## src/rtl/ks_pipe_adder_pkg.sv

```systemverilog
// Shared definitions for the pipelined Kogge-Stone adder: level/span arithmetic,
// prefix cell equations and cell classification.
package ks_pipe_adder_pkg;

    typedef enum logic [1:0] {
        CELL_BUF,
        CELL_GRAY,
        CELL_BLACK
    } ks_cell_e;

    function automatic int unsigned ks_clog2(input int unsigned n);
        int unsigned r;
        r = 0;
        for (int unsigned i = 0; i < 32; i++) begin
            if ((32'd1 << i) < n) r = i + 1;
        end
        return r;
    endfunction

    function automatic int unsigned ks_span(input int unsigned level);
        return 32'd1 << (level - 1);
    endfunction

    function automatic logic ks_gen(input logic g_hi, input logic p_hi, input logic g_lo);
        return g_hi | (p_hi & g_lo);
    endfunction

    function automatic logic ks_prop(input logic p_hi, input logic p_lo);
        return p_hi & p_lo;
    endfunction

    // Bits whose lower operand is already fully resolved only need G (gray cell).
    function automatic ks_cell_e ks_cell_kind(input int unsigned bit_idx, input int unsigned span);
        if (bit_idx < span) return CELL_BUF;
        else if (bit_idx < 2 * span) return CELL_GRAY;
        else return CELL_BLACK;
    endfunction

endpackage

```

## src/rtl/ks_prefix_stage.sv

```systemverilog
// One Kogge-Stone prefix level (gray/black/buffer cells) with its pipeline register.
// The load enable comes from the top-level ready chain.
module ks_prefix_stage
    import ks_pipe_adder_pkg::*;
#(
    parameter int unsigned WIDTH = 16,
    parameter int unsigned SPAN  = 1
) (
    input  logic             clk,
    input  logic             rst,
    input  logic             i_load,
    input  logic             i_valid,
    input  logic [WIDTH-1:0] i_g,
    input  logic [WIDTH-1:0] i_p,
    input  logic [WIDTH-1:0] i_pp,
    input  logic             i_cin,
    output logic             o_valid,
    output logic [WIDTH-1:0] o_g,
    output logic [WIDTH-1:0] o_p,
    output logic [WIDTH-1:0] o_pp,
    output logic             o_cin
);

    logic             r_valid;
    logic [WIDTH-1:0] r_g;
    logic [WIDTH-1:0] r_p;
    logic [WIDTH-1:0] r_pp;
    logic             r_cin;
    logic [WIDTH-1:0] w_g;
    logic [WIDTH-1:0] w_p;

    for (genvar i = 0; i < WIDTH; i++) begin : g_cell
        localparam ks_cell_e KIND = ks_cell_kind(i, SPAN);
        if (KIND == CELL_BLACK) begin : g_black
            assign w_g[i] = ks_gen(i_g[i], i_p[i], i_g[i-SPAN]);
            assign w_p[i] = ks_prop(i_p[i], i_p[i-SPAN]);
        end else if (KIND == CELL_GRAY) begin : g_gray
            assign w_g[i] = ks_gen(i_g[i], i_p[i], i_g[i-SPAN]);
            assign w_p[i] = i_p[i];
        end else begin : g_buf
            assign w_g[i] = i_g[i];
            assign w_p[i] = i_p[i];
        end
    end

    always_ff @(posedge clk) begin
        if (rst) begin
            r_valid <= 1'b0;
            r_g     <= '0;
            r_p     <= '0;
            r_pp    <= '0;
            r_cin   <= 1'b0;
        end else if (i_load) begin
            r_valid <= i_valid;
            if (i_valid) begin
                r_g   <= w_g;
                r_p   <= w_p;
                r_pp  <= i_pp;
                r_cin <= i_cin;
            end
        end
    end

    assign o_valid = r_valid;
    assign o_g     = r_g;
    assign o_p     = r_p;
    assign o_pp    = r_pp;
    assign o_cin   = r_cin;

endmodule

```

## src/rtl/ks_pipe_adder.sv

```systemverilog
// Pipelined Kogge-Stone adder/subtractor: pre-process stage, log2(WIDTH) prefix
// stages and a sum stage, joined by a valid/ready chain with bubble collapsing.
module ks_pipe_adder
    import ks_pipe_adder_pkg::*;
#(
    parameter int unsigned WIDTH = 16
) (
    input  logic             clk,
    input  logic             rst,
    input  logic             in_valid,
    output logic             in_ready,
    input  logic [WIDTH-1:0] in_a,
    input  logic [WIDTH-1:0] in_b,
    input  logic             in_cin,
    input  logic             in_sub,
    output logic             out_valid,
    input  logic             out_ready,
    output logic [WIDTH-1:0] out_sum,
    output logic             out_cout,
    output logic             out_ovf
);

    localparam int unsigned L = ks_clog2(WIDTH);

    if (WIDTH < 4 || (32'd1 << L) != WIDTH) begin : g_bad_width
        $error("ks_pipe_adder: WIDTH must be a power of two >= 4");
    end

    // Index 0 is the pre-process register, index k the output of prefix level k.
    logic [L:0]            w_v;
    logic [L:0][WIDTH-1:0] w_g;
    logic [L:0][WIDTH-1:0] w_p;
    logic [L:0][WIDTH-1:0] w_pp;
    logic [L:0]            w_cin;
    logic [L+1:0]          w_rdy;
    logic [WIDTH-1:0]      w_p_unused;

    logic [WIDTH-1:0] w_b_eff;
    logic             w_cin_eff;
    logic [WIDTH-1:0] w_p_in;
    logic [WIDTH-1:0] w_g_in;
    logic [WIDTH-1:0] w_c;

    logic             r_s0_valid;
    logic [WIDTH-1:0] r_s0_g;
    logic [WIDTH-1:0] r_s0_p;
    logic             r_s0_cin;

    logic             r_out_valid;
    logic [WIDTH-1:0] r_sum;
    logic             r_cout;
    logic             r_ovf;

    always_comb begin
        w_b_eff   = in_sub ? ~in_b : in_b;
        w_cin_eff = in_sub | in_cin;
        w_p_in    = in_a ^ w_b_eff;
        w_g_in    = in_a & w_b_eff;
        w_g_in[0] = ks_gen(w_g_in[0], w_p_in[0], w_cin_eff);
    end

    // A stage loads when empty or when its successor loads, so bubbles collapse.
    always_comb begin
        w_rdy      = '0;
        w_rdy[L+1] = !r_out_valid || out_ready;
        for (int unsigned i = 0; i <= L; i++) begin
            w_rdy[L-i] = !w_v[L-i] || w_rdy[L-i+1];
        end
    end

    always_ff @(posedge clk) begin
        if (rst) begin
            r_s0_valid <= 1'b0;
            r_s0_g     <= '0;
            r_s0_p     <= '0;
            r_s0_cin   <= 1'b0;
        end else if (w_rdy[0]) begin
            r_s0_valid <= in_valid;
            if (in_valid) begin
                r_s0_g   <= w_g_in;
                r_s0_p   <= w_p_in;
                r_s0_cin <= w_cin_eff;
            end
        end
    end

    assign w_v[0]   = r_s0_valid;
    assign w_g[0]   = r_s0_g;
    assign w_p[0]   = r_s0_p;
    assign w_pp[0]  = r_s0_p;
    assign w_cin[0] = r_s0_cin;

    for (genvar k = 1; k <= L; k++) begin : g_level
        ks_prefix_stage #(
            .WIDTH(WIDTH),
            .SPAN (ks_span(k))
        ) u_stage (
            .clk    (clk),
            .rst    (rst),
            .i_load (w_rdy[k]),
            .i_valid(w_v[k-1]),
            .i_g    (w_g[k-1]),
            .i_p    (w_p[k-1]),
            .i_pp   (w_pp[k-1]),
            .i_cin  (w_cin[k-1]),
            .o_valid(w_v[k]),
            .o_g    (w_g[k]),
            .o_p    (w_p[k]),
            .o_pp   (w_pp[k]),
            .o_cin  (w_cin[k])
        );
    end

    // Group propagate is not needed past the last prefix level.
    assign w_p_unused = w_p[L];

    always_comb begin
        w_c = {w_g[L][WIDTH-2:0], w_cin[L]};
    end

    always_ff @(posedge clk) begin
        if (rst) begin
            r_out_valid <= 1'b0;
            r_sum       <= '0;
            r_cout      <= 1'b0;
            r_ovf       <= 1'b0;
        end else if (w_rdy[L+1]) begin
            r_out_valid <= w_v[L];
            if (w_v[L]) begin
                r_sum  <= w_pp[L] ^ w_c;
                r_cout <= w_g[L][WIDTH-1];
                r_ovf  <= w_g[L][WIDTH-1] ^ w_g[L][WIDTH-2];
            end
        end
    end

    assign in_ready  = w_rdy[0];
    assign out_valid = r_out_valid;
    assign out_sum   = r_sum;
    assign out_cout  = r_cout;
    assign out_ovf   = r_ovf;

endmodule

```

## config.mk

```make
export PLATFORM = sky130hd
export DESIGN_NAME = ks_pipe_adder
export DESIGN_NICKNAME = d
export VERILOG_FILES = /design/src/rtl/ks_pipe_adder_pkg.sv /design/src/rtl/ks_prefix_stage.sv /design/src/rtl/ks_pipe_adder.sv
export SDC_FILE = /design/constraint.sdc
export NUM_CORES = 1
export LEC_CHECK = 0
export CAP_MARGIN = 25
export CORE_MARGIN = 2
export CORE_UTILIZATION = 50
export CTS_CLUSTER_DIAMETER = 30
export DETAILED_ROUTE_END_ITERATION = 10
export PLACE_DENSITY = 0.68
export SETUP_SLACK_MARGIN = 0.2
export SYNTH_ARGS = -nofsm -noshare
export SYNTH_HDL_FRONTEND = slang
export SYNTH_HIERARCHICAL = 1
export SYNTH_SLANG_ARGS = --single-unit
```

## constraint.sdc

```tcl
create_clock -name clk -period 1.8 [get_ports clk]
set_input_delay 0.45 -clock clk [delete_from_list [all_inputs] [get_ports clk]]
set_output_delay 0.45 -clock clk [all_outputs]
set_load 0.02 [all_outputs]
```

==> results of run 1 <==
timing repair:
action / CTS / global route
gates cloned: 5 / 5
setup buffers: 4 / 2
gates resized for setup: 97 / 24
hold buffers: 0 / 0
endpoints found under the setup margin: 170 / 168
pin swaps: 2 / 1
layer usage:
layer	share of wire	global-route usage
met1	0.47	0.2949
met5	0	0
met2	0.47	0.3321
met4	0.019	0.05810
met3	0.039	0.03598
sequential cells by signal (all words and copies together) (netlist names):
signal	count
out_sum	16
r_s0_p	16
r_s0_g	16
r_s0_valid	1
g_level.u_stage/o_p	34
g_level.u_stage/o_g	64
g_level.u_stage/o_cin	4
out_ovf	1
out_valid	1
out_cout	1
g_level.u_stage/o_valid	4
g_level.u_stage/o_pp	64
r_s0_cin	1
critical path, delay by kind of cell, from the launching register on:
| family | cells | cell delay (ns) |
|---|---|---|
| simple gates | 3 | 0.59 |
| flops | 1 | 0.32 |
| buf+inv | 2 | 0.17 |
stage by stage:
| stage | utilization | cell area, µm² |
|---|---|---|
| after detailed placement | 0.5363 | 11200 |
| after floorplan | - | 10580 |
| after CTS | 0.6285 | 13130 |
| final | 0.6337 | 13240 |
| after global placement | 0.5363 | 11200 |
| after global routing | 0.6337 | 13240 |
cell usage in the layout, fill, tap and decap left out, types with 10 or more instances in the layout:
| master | instances |
|---|---|
| a211oi_1 | 23 |
| a211oi_2 | 43 |
| a21bo_1 | 50 |
| a21bo_2 | 67 |
| a21oi_1 | 175 |
| a21oi_2 | 51 |
| a21oi_4 | 10 |
| buf_12 | 15 |
| buf_4 | 28 |
| buf_6 | 11 |
| clkbuf_16 | 47 |
| clkbuf_8 | 15 |
| clkdlybuf4s50_1 | 35 |
| dfxtp_1 | 218 |
| ha_1 | 16 |
| mux2i_1 | 36 |
| nand2b_1 | 64 |
| nand3_1 | 84 |
| nand4_1 | 33 |
| xnor2_1 | 17 |
| xor2_1 | 16 |
area by class of cell:
cell class	instances	area, µm²	share of cell area
multi-input cells	710	5482	0.4141
flip-flops and latches	223	4471	0.3377
clock buffers	64	1338	0.1010
repair buffers	118	1338	0.1010
well taps	275	344.1	0.02599
clock inverters	18	250.2	0.01891
inverters	4	15.01	0.001134
power groups by stage:
| stage | Sequential (µW) | Clock [µW] | Combinational (µW) |
|---|---|---|---|
| final | 5240 | 8510 | 801 |
| after global routing | 5240 | 8880 | 887 |
| after CTS | 5230 | 8640 | 793 |
| after detailed placement | 5310 | 0 | 761 |
| after global placement | 5310 | 0 | 750 |
| after floorplan | 5270 | 0 | 555 |
path summary, 6_finish.rpt:
path | start | endpoint | slack [ns] | cells past startpoint
worst max-delay path | out_valid | in_ready | -0.24 | 5
worst min-delay path | rst | g_level[2].u_stage/o_g[9] | 0.34 | 2
worst max register to register | out_valid | r_s0_g[11] | -0.05 | 7
worst min register to register | r_s0_p[0] | g_level[1].u_stage/o_pp[0] | 0.46 | 2
==> results.py, run 1 <==
metrics = {
    "grt": {
        "overflow": 0,
        "grt_max_degree": 82,
        "grt_pass1_wl_um": 38920,
        "grt_pass1_vias": 7748,
        "antenna_found_initial": 0,
        "grtUsageTotal": 0.2095,
    },
    "clock_network": {
        "insertion_delay_ns": 0.52,
        "cts_tree": "yes",
        "cts_buffer_depth": 3,
        "path_clk_slew_ns": 0.05,
        "cts-root-buf": "clkbuf_16",
        "htree_levels": 2,
        "cts.sinks": 223,
        "numCtsBuffers": 44,
    },
    "power_and_ir_drop": {
        "leakage_uw": 0.004710,
        "p_total_uw": 14550,
        "peakVddDrop_mv": 0.6421,
        "p_comb_frac": 0.055,
        "p_sw_frac": 0.2141,
        "cellPowerDensity_mw_per_mm2": 1099,
        "p_int_uw": 11430,
        "p_sw_uw": 3114,
        "pwr-share-clk": 0.585,
        "seq_power_share": 0.360,
    },
    "drt": {
        "wl_um": 23350,
        "vias": 7879,
        "postRouteAntennaNets": 0,
        "drt_iter0_drc": 422,
        "firstDrtPassIters": 4,
        "drc": 0,
        "avgViaCountPerCell": 5.580,
        "post_drt_wl_per_cell_um": 16.54,
    },
    "synthesis": {
        "syn_inst": 1059,
        "syn_area_mm2": 0.01057,
        "avgSynthCellArea_um2": 9.985,
        "syn_nets": 1113,
        "synth_warnings": 6,
    },
    "setup_path": {
        "crit_chain": "nor2b_4, and3_4, inv_2, or2_4, buf_6",
        "start_kind": "flop",
        "cp_data_required_time_ns": 1.35,
        "cp_data_arrival_time_ns": 1.59,
        "max_stage_delay_ns": 0.32,
        "end_kind": "primary output",
        "critPathKind": "flop to primary output",
        "slowest_stage": "dfxtp_2",
        "path_max_fanout": 2,
    },
    "die": {
        "fp.dieW_um": 149.4,
        "chipHeight_um": 149.4,
        "core_mm2": 0.02089,
        "pin_count": 58,
        "initial_core_util": 0.5062,
        "rows": 53,
        "die-area_mm2": 0.02233,
    },
    "sta": {
        "hold_viol": 0,
        "skew_ns": 0.02132,
        "fmax_mhz": 489.0,
        "fin_ws_ns": -0.2448,
        "timing_max_transition_violations_final": 0,
        "fin_crit_sh": 1.136,
        "worst_pin_slew_ns": 0.7118,
        "period_needed_ns": 2.045,
        "setup_tns_ns": -0.7259,
        "whs_ns": 0.3352,
        "finalSetupViolations": 32,
        "max-slew-margin-rel": 0.5254,
        "rsz0062_at_grt": "yes",
    },
    "placed_design": {
        "hpwl_um": 13560,
        "placed_cells": 1314,
        "place_ws_ns": -0.8222,
        "globalplace.congestion": 0.7645,
        "portBuffers": 57,
    },
    "outcome": {
        "violations": "negative setup slack",
        "outcome": "finished, violations left",
    },
    "final_layout": {
        "fill_cells": 1699,
        "syn_to_final_growth_pct": 25.18,
        "drive_above_1_share": 0.3087,
        "num_antenna_cells": 0,
        "fin_nets": 1155,
        "instances_no_fill": 1412,
    },
    "run": {
        "maxCapViolCount": 0,
    },
    "hold_path": {
        "hp-class": "primary input to flop",
    },
}
No activity file was read; power rests on OpenSTA's default activity.
==> run 2: changes to the inputs <==
Settings changed: GPL_TIMING_DRIVEN set to 0, PLACE_DENSITY 0.68 to 0.77, RECOVER_POWER set to 100.
==> results.py, run 2 (synthesis results as in run 1) <==
metrics = {
    "die": {
        "pin_count": 58,
        "initial_core_util": 0.5062,
        "fp.dieW_um": 149.4,
        "chipHeight_um": 149.4,
        "core_mm2": 0.02089,
        "die-area_mm2": 0.02233,
        "rows": 53,
    },
    "power_and_ir_drop": {
        "p_sw_frac": 0.2362,
        "p_sw_uw": 3460,
        "p_int_uw": 11190,
        "cellPowerDensity_mw_per_mm2": 1015,
        "peakVddDrop_mv": 0.5974,
        "seq_power_share": 0.360,
        "leakage_uw": 0.005097,
        "pwr-share-clk": 0.578,
        "p_comb_frac": 0.063,
    },
    "final_layout": {
        "final_util": 0.6912,
        "syn_to_final_growth_pct": 36.55,
        "design_area_mm2": 0.01444,
        "drive_above_1_share": 0.3762,
        "instances_no_fill": 1503,
        "mostFrequentLayoutCell": "dfxtp_1",
        "fill_cells": 1416,
        "fin_nets": 1244,
        "num_antenna_cells": 0,
        "final_cell_mix": "dfxtp_1 (218), a21oi_1 (129), a21oi_2 (100)",
    },
    "grt": {
        "grt_pass1_wl_um": 42930,
        "grt_pass1_vias": 8437,
        "overflow": 0,
        "grtUsageTotal": 0.2373,
        "grt_util_met1": 0.2806,
        "antenna_found_initial": 0,
        "grtUsageMet2": 0.4307,
        "grtUsageMet3": 0.03963,
        "grt_max_degree": 13,
        "top_usage_layer": "met2",
    },
    "setup_path": {
        "end_kind": "primary output",
        "path_max_fanout": 2,
        "cp_data_required_time_ns": 1.35,
        "slowest_stage": "dfxtp_2",
        "rr_worst_depth": 9,
        "start_kind": "flop",
        "crit_chain": "nor2b_4, and3_4, inv_4, or2_4, buf_6",
        "cp_data_arrival_time_ns": 1.65,
        "critPathKind": "flop to primary output",
        "max_stage_delay_ns": 0.32,
    },
    "drt": {
        "post_drt_wl_per_cell_um": 20.60,
        "postRouteAntennaNets": 0,
        "firstDrtPassIters": 5,
        "avgViaCountPerCell": 5.941,
        "drc": 0,
        "drt_iter0_drc": 717,
        "wl_um": 30960,
        "vias": 8929,
    },
    "sta": {
        "period_needed_ns": 2.102,
        "rsz0062_at_grt": "yes",
        "whs_ns": 0.3094,
        "max-slew-margin-rel": 0.4418,
        "worst_pin_slew_ns": 0.8373,
        "hold_viol": 0,
        "timing_max_transition_violations_final": 0,
        "fmax_mhz": 475.8,
        "fin_crit_sh": 1.168,
        "fin_ws_ns": -0.3018,
        "skew_ns": 0.02844,
        "finalSetupViolations": 9,
    },
    "hold_path": {
        "hold_depth": 3,
        "hp-class": "primary input to flop",
    },
    "placed_design": {
        "portBuffers": 55,
        "post_dp_cell_area_mm2": 0.01147,
        "globalplace.congestion": 0.8409,
        "hpwl_um": 18300,
        "placed_cells": 1389,
        "place_ws_ns": -0.8900,
    },
    "clock_network": {
        "insertion_delay_ns": 0.54,
        "cts_buffer_depth": 3,
        "cts.sinks": 223,
        "htree_levels": 2,
        "cts.hold.buffers_added": 0,
        "cts_tree": "yes",
        "path_clk_slew_ns": 0.05,
        "numCtsBuffers": 47,
        "cts-root-buf": "clkbuf_16",
    },
    "run": {
        "maxCapViolCount": 0,
    },
    "outcome": {
        "violations": "negative setup slack",
        "outcome": "finished, violations left",
    },
}
[run 2: cell count changes in the layout (fill, tap and decap cells not counted), moves of 28 or more]
cell	change
a21oi_2	+49
a21oi_1	-46
nand3_1	-28
clkbuf_1	+31
buf_2	+29
[run 2: what timing repair did]
| item | 4_1_cts | 5_1_grt |
|---|---|---|
| pin swaps | 8 | 66 |
| setup endpoints to repair | 158 | 211 |
| gates resized for setup | 101 | 202 |
| cloned | 2 | 13 |
| setup buffers | 6 | 6 |
[run 2: through the flow]
step	TNS (ns)	total power, µW
5_1_grt	-2.359	15050
3_3_place_gp	-62.05	6096
2_1_floorplan	0	5821
3_5_place_dp	-64.68	6114
6_report	-0.4110	14650
4_1_cts	-0.2907	14500
[run 2: critical path: cells and delay by family, from the launching register on]
family	cells	cell delay, ns
simple gates	3	0.61
buf+inv	2	0.18
flops	1	0.32
[run 2: path summary, 6_finish.rpt]
path | start | slack, ns | to
worst max-delay path | out_valid | -0.30 | in_ready
worst max register to register | out_valid | -0.04 | g_level[1].u_stage/o_pp[0]
worst min-delay path | rst | 0.31 | g_level[4].u_stage/o_valid
worst min register to register | r_s0_cin | 0.47 | g_level[1].u_stage/o_cin
[run 2: area by class of cell]
cell class | instances | area (µm²) | share of cell area
well taps | 275 | 344.1 | 0.02383
plain buffers | 123 | 1092 | 0.07565
clock inverters | 22 | 236.5 | 0.01638
flip-flops and latches | 223 | 4471 | 0.3096
inverters | 4 | 17.52 | 0.001213
repair buffers | 82 | 1002 | 0.06941
clock buffers | 65 | 1354 | 0.09376
multi-input cells | 709 | 5922 | 0.4101
[run 2: metal layers]
metal	share of wire	vias up	wire length (µm)
met4	0.051	0	1577
met2	0.52	374	15950
met5	0	-	0
li1	-	4114	-
met3	0.054	136	1680
met1	0.38	4305	11750
[run 2: power groups by stage]
| stage | sequential [µW] | clock (µW) | combinational (µW) |
|---|---|---|---|
| after floorplan | 5270 | 0 | 555 |
| after detailed placement | 5330 | 0 | 783 |
| after global placement | 5330 | 0 | 769 |
| after CTS | 5240 | 8460 | 802 |
| final | 5270 | 8460 | 917 |
| after global routing | 5270 | 8780 | 996 |
